===== config.mk =====
export PLATFORM = sky130hd
export DESIGN_NAME = fifo_cell_ring_flat
export DESIGN_NICKNAME = d
export VERILOG_FILES = /design/src/rtl/fifo_cell_ring_if.sv /design/src/rtl/fifo_cell_ring.sv /design/src/flat_wrapper.sv
export SDC_FILE = /design/constraint.sdc
export NUM_CORES = 1
export LEC_CHECK = 0
export ABC_AREA = 1
export CAP_MARGIN = 20
export CORE_UTILIZATION = 35
export DETAILED_ROUTE_END_ITERATION = 16
export PLACE_DENSITY = 0.59
export SETUP_SLACK_MARGIN = 0.15
export SLEW_MARGIN = 20
export SYNTH_ARGS = -nofsm -noshare
export SYNTH_HDL_FRONTEND = slang
export SYNTH_SLANG_ARGS = --single-unit

===== constraint.sdc =====
create_clock -name clk -period 6.1 [get_ports clk]
set_input_delay 1.22 -clock clk [delete_from_list [all_inputs] [get_ports clk]]
set_output_delay 1.22 -clock clk [all_outputs]
set_load 0.01 [all_outputs]

===== src/rtl/fifo_cell_ring_if.sv =====
// Handshake bundle between the cell ring and its producer/consumer.
//   put_req / put_data / put_ack : write side (put_ack is combinational)
//   get_req / get_ack            : read side (get_ack is combinational)
//   get_data / get_valid         : registered read result
// master: producer/consumer side. slave: the ring.
interface fifo_cell_ring_if #(
    parameter int DATA_WIDTH = 8
);
    logic                  put_req;
    logic [DATA_WIDTH-1:0] put_data;
    logic                  put_ack;
    logic                  get_req;
    logic                  get_ack;
    logic [DATA_WIDTH-1:0] get_data;
    logic                  get_valid;

    modport master (
        output put_req, put_data, get_req,
        input  put_ack, get_ack, get_data, get_valid
    );

    modport slave (
        input  put_req, put_data, get_req,
        output put_ack, get_ack, get_data, get_valid
    );
endinterface


===== src/rtl/fifo_cell_ring.sv =====
// fifo_cell_ring: storage stage of a cell-based FIFO.
// N_CELLS data cells, each with its own empty bit. One-hot put and get
// tokens rotate around the ring; a put lands on the cell under put_tok if
// that cell is empty, a get takes the cell under get_tok if it is full.
// Ports:
//   clk  : system clock, rising edge
//   rst  : asynchronous reset, active-high
//   bus  : fifo_cell_ring_if.slave (put/get handshake, registered read data)
//   e_o  : per-cell empty bits (1 = empty), registered
//   f_o  : per-cell full bits, ~e_o
module fifo_cell_ring #(
    parameter int N_CELLS    = 16,
    parameter int DATA_WIDTH = 8
) (
    input  logic                 clk,
    input  logic                 rst,
    fifo_cell_ring_if.slave      bus,
    output logic [N_CELLS-1:0]   e_o,
    output logic [N_CELLS-1:0]   f_o
);

    logic [N_CELLS-1:0]    put_tok;
    logic [N_CELLS-1:0]    get_tok;
    logic [N_CELLS-1:0]    empty;
    logic [DATA_WIDTH-1:0] cells [N_CELLS];

    logic                  put_hit;
    logic                  get_hit;
    logic                  put_ack;
    logic                  get_ack;
    logic [DATA_WIDTH-1:0] rd_word;
    logic [N_CELLS-1:0]    empty_next;

    logic [DATA_WIDTH-1:0] get_data_p1;
    logic                  vld_p1;

    function automatic logic [N_CELLS-1:0] rotl(input logic [N_CELLS-1:0] tok);
        return {tok[N_CELLS-2:0], tok[N_CELLS-1]};
    endfunction

    // Tokens are one-hot, so reducing the masked empty vector selects the
    // state of exactly the cell under each token. When both tokens sit on
    // the same cell, that cell is either empty or full, so at most one of
    // the two hits -- this is what arbitrates the same-cell collision.
    assign put_hit = |(put_tok & empty);
    assign get_hit = |(get_tok & ~empty);
    assign put_ack = bus.put_req & put_hit;
    assign get_ack = bus.get_req & get_hit;

    always_comb begin
        rd_word = '0;
        for (int i = 0; i < N_CELLS; i++) begin
            if (get_tok[i]) begin
                rd_word = rd_word | cells[i];
            end
        end
    end

    // Put and get never touch the same cell in one cycle, so clearing and
    // setting can be combined without a priority question.
    always_comb begin
        empty_next = empty;
        if (put_ack) begin
            empty_next = empty_next & ~put_tok;
        end
        if (get_ack) begin
            empty_next = empty_next | get_tok;
        end
    end

    // ---- stage p0 -> p1: cell state, tokens and read register ----
    always_ff @(posedge clk or posedge rst) begin
        if (rst) begin
            put_tok     <= {{(N_CELLS-1){1'b0}}, 1'b1};
            get_tok     <= {{(N_CELLS-1){1'b0}}, 1'b1};
            empty       <= '1;
            get_data_p1 <= '0;
            vld_p1      <= 1'b0;
        end else begin
            empty  <= empty_next;
            vld_p1 <= get_ack;
            if (put_ack) begin
                put_tok <= rotl(put_tok);
            end
            if (get_ack) begin
                get_tok     <= rotl(get_tok);
                get_data_p1 <= rd_word;
            end
        end
    end

    always_ff @(posedge clk or posedge rst) begin
        if (rst) begin
            for (int i = 0; i < N_CELLS; i++) begin
                cells[i] <= '0;
            end
        end else begin
            for (int i = 0; i < N_CELLS; i++) begin
                if (put_ack && put_tok[i]) begin
                    cells[i] <= bus.put_data;
                end
            end
        end
    end

    assign bus.put_ack   = put_ack;
    assign bus.get_ack   = get_ack;
    assign bus.get_data  = get_data_p1;
    assign bus.get_valid = vld_p1;
    assign e_o           = empty;
    assign f_o           = ~empty;

endmodule


===== src/flat_wrapper.sv =====
// flat-port wrapper written by rule: the top's interface ports become plain ports
module fifo_cell_ring_flat 
#(
    parameter int N_CELLS    = 16,
    parameter int DATA_WIDTH = 8
)
  (clk, rst, e_o, f_o, bus_put_req, bus_put_data, bus_get_req, bus_put_ack, bus_get_ack, bus_get_data, bus_get_valid);
  fifo_cell_ring_if #(.DATA_WIDTH(DATA_WIDTH)) bus_i ();
  input  logic clk;
  input  logic rst;
  output logic [N_CELLS-1:0] e_o;
  output logic [N_CELLS-1:0] f_o;
  input wire logic [$bits(bus_i.put_req)-1:0] bus_put_req;
  input wire logic [$bits(bus_i.put_data)-1:0] bus_put_data;
  input wire logic [$bits(bus_i.get_req)-1:0] bus_get_req;
  output wire logic [$bits(bus_i.put_ack)-1:0] bus_put_ack;
  output wire logic [$bits(bus_i.get_ack)-1:0] bus_get_ack;
  output wire logic [$bits(bus_i.get_data)-1:0] bus_get_data;
  output wire logic [$bits(bus_i.get_valid)-1:0] bus_get_valid;
  assign bus_i.put_req = bus_put_req;
  assign bus_i.put_data = bus_put_data;
  assign bus_i.get_req = bus_get_req;
  assign bus_put_ack = bus_i.put_ack;
  assign bus_get_ack = bus_i.get_ack;
  assign bus_get_data = bus_i.get_data;
  assign bus_get_valid = bus_i.get_valid;
  fifo_cell_ring #(.N_CELLS(N_CELLS), .DATA_WIDTH(DATA_WIDTH)) u_core (.clk(clk), .rst(rst), .bus(bus_i), .e_o(e_o), .f_o(f_o));
endmodule

==> results.cfg <==
[synthesis]
ys_ff_latch = 185
synth_top_area_frac = 0.474
syn_avg_cell_area_um2 = 8.18
synthCells = 1079
synth_cell_types = 22
ys_seq_area_frac = 0.527
synth_area_mm2 = 0.00882
yosys-top-cells-area = dfrtp_1 47%, nand2_1 24%, nand4_1 11%
yosysTopAreaCell = dfrtp_1
syn_nets = 1091
ys_warn_count = 0

[finish]
area_growth_pct = 13.9
final_net_count = 1085
final_cell_count_no_fill = 1410
final_common_cell = nand2_1
post-route-util = 0.410
final_cell_mix = 554 x nand2_1, 167 x dfrtp_1, 161 x nand4_1, 53 x clkdlybuf4s50_1, 24 x nand3_1
drive_gt1_frac = 0.0902
final_area_mm2 = 0.0100
num_antenna_cells = 0

[cts]
cts_resized = 0
clkLatencyLatePin_ns = 0.44
post_cts_hold_buffer_count = 0
cts_buffers = 17
htree_levels = 4
cts_tree = done
cts.sinks = 185
path_clk_slew_ns = 0.07
clk_path_buf_depth = 2
root_buffer = clkbuf_16
cts_setup_buffers = 0

[setup_path]
criticalPathCategory = reg2out
endpoint_kind = output port
cp.arrival_ns = 3.07
worstPathRequired_ns = 4.88
start_kind = register
critPathMaxFanout = 25

[sta]
rsz0062_at_grt = false
period_needed_ns = 4.29
fin_skew_ns = 0.0115
final-max-slew-violation-count = 0
slew_headroom = 0.276
fmax_mhz = 233
period_share = 0.703
final.setup.tns_ns = 0
worstMarginPinSlew_ns = 1.08
finalHoldViolCount = 0
setup_violations = 0
whs_ns = 0.473

[run_status]
outcome = completed

[place]
portBuffers = 54
gp_congestion = 0.868
dp_hpwl_um = 17800
dp_cells = 1377
dpl_cell_area_mm2 = 0.00939

[drt]
drt-vias-per-instance = 5.38
post-route-drc-count = 0
drt_iter0_drc = 699
detail-route-antenna-nets = 0
drt_pre_antenna_iters = 5
vias = 7592
wl_per_cell_um = 19.7
drt_wl_total_um = 27700

[floorplan]
core_region_area_mm2 = 0.0245
die_h_um = 161
fp.dieArea_mm2 = 0.0258
floorplan.initialDensity = 0.360
die_w_um = 161
num_io_pins = 55
std_cell_rows = 57

[power_and_ir_drop]
leakage_nw = 5.10
ir_drop_mv = 0.163
p_per_area_mw_per_mm2 = 250

[global_route]
antenna_found_initial = 0
grt_pass1_vias = 7143
grt_pass1_wl_um = 43600
grt_max_degree = 186
grtUsageTotal = 0.224
grt-ovfl-total = 0

[hold_path]
hold_class = reg2reg

[run]
max_cap_viol_count = 0
[Yosys cell counts]
| cell type | instances |
|---|---|
| nor2_2 | 5 |
| inv_1 | 14 |
| buf_6 | 9 |
| buf_1 | 19 |
| buf_2 | 21 |
| nand2_4 | 1 |
| nand4_1 | 161 |
| nor2_4 | 1 |
| o21ai_4 | 1 |
| nand2_1 | 554 |
| nand3_4 | 14 |
| buf_8 | 2 |
| nor2_1 | 16 |
| dfstp_2 | 18 |
| nand3_2 | 2 |
| nand3_1 | 24 |
| nand2_2 | 2 |
| buf_4 | 2 |
| dfrtp_1 | 167 |
| inv_2 | 11 |
| clkbuf_1 | 34 |
| nand4_2 | 1 |
[per-layer routing]
layer / track usage / wire, um
met1: 0.322 / 12600
met2: 0.341 / 12800
met3: 0.0395 / 1630
met4: 0.0750 / 762
met5: 0 / 0
[power by group]
| group | switching [W] | internal (W) | total [W] | leakage [nW] |
|---|---|---|---|---|
| Sequential | 0 | 0.00123 | 0.00123 | 2.52 |
| Clock | 0.000506 | 0.000700 | 0.00121 | 0.299 |
| Combinational | 0.0000693 | 0.0000112 | 0.0000804 | 2.28 |
| Total | 0.000575 | 0.00194 | 0.00251 | 5.10 |
[flip-flops by register name, summed over array words and instances, names as in the netlist]
register / cells
u_core.bus.get_data: 8
u_core.bus.get_valid: 1
u_core.cells: 128
u_core.e_o: 16
u_core.get_tok: 16
u_core.put_tok: 16
[critical path, stage by stage (launching register included)]
cell and delay (ns):
dfrtp_1 0.57, nand2_1 0.15, nand2_1 0.07, nor2_2 0.32
nand2_1 0.16, o21ai_4 0.69, inv_1 0.12, clkdlybuf4s50_1 0.52
[kinds of logic (layout without fill, tap and decap cells)]
kind of cell / Yosys count / in the layout / synth area share
buffers and inverters: 112 / 119 / 0.0617
AO/OA/AOI/OAI: 1 / 1 / 0.00184
AND/OR/NAND/NOR: 781 / 781 / 0.409
flip-flops: 185 / 185 / 0.527
[stage by stage]
stage,total power [W],worst slack (ns)
after floorplan,0.00130,2.52
after global placement,0.00133,2.12
after detailed placement,0.00133,2.12
after CTS,0.00253,1.77
after global routing,0.00259,1.67
final,0.00251,1.81
[final timing paths]
kind / startpoint / to / slack, ns / depth (start not counted)
setup reg to reg: u_core.put_tok[6] / u_core.cells[55] / 3.41 / 10
max in group asynchronous: rst / u_core.bus.get_data[4] / 3.89 / 4
min in group asynchronous: rst / u_core.get_tok[5] / 1.22 / 3
hold / removal: u_core.cells[54] / u_core.cells[54] / 0.47 / 2
setup / recovery: u_core.get_tok[9] / bus_get_ack / 1.81 / 7
hold reg to reg: u_core.cells[54] / u_core.cells[54] / 0.47 / 2
[area by class of cell]
type / count / area (um^2)
multi-input cells: 782 / 3630
clock inverters: 14 / 195
fillers: 2541 / 14500
well taps: 324 / 405
flip-flops and latches: 185 / 4650
clock buffers: 18 / 439
inverters: 25 / 97.6
repair buffers: 62 / 631
Note: power is estimated with default switching activity, not from simulation.
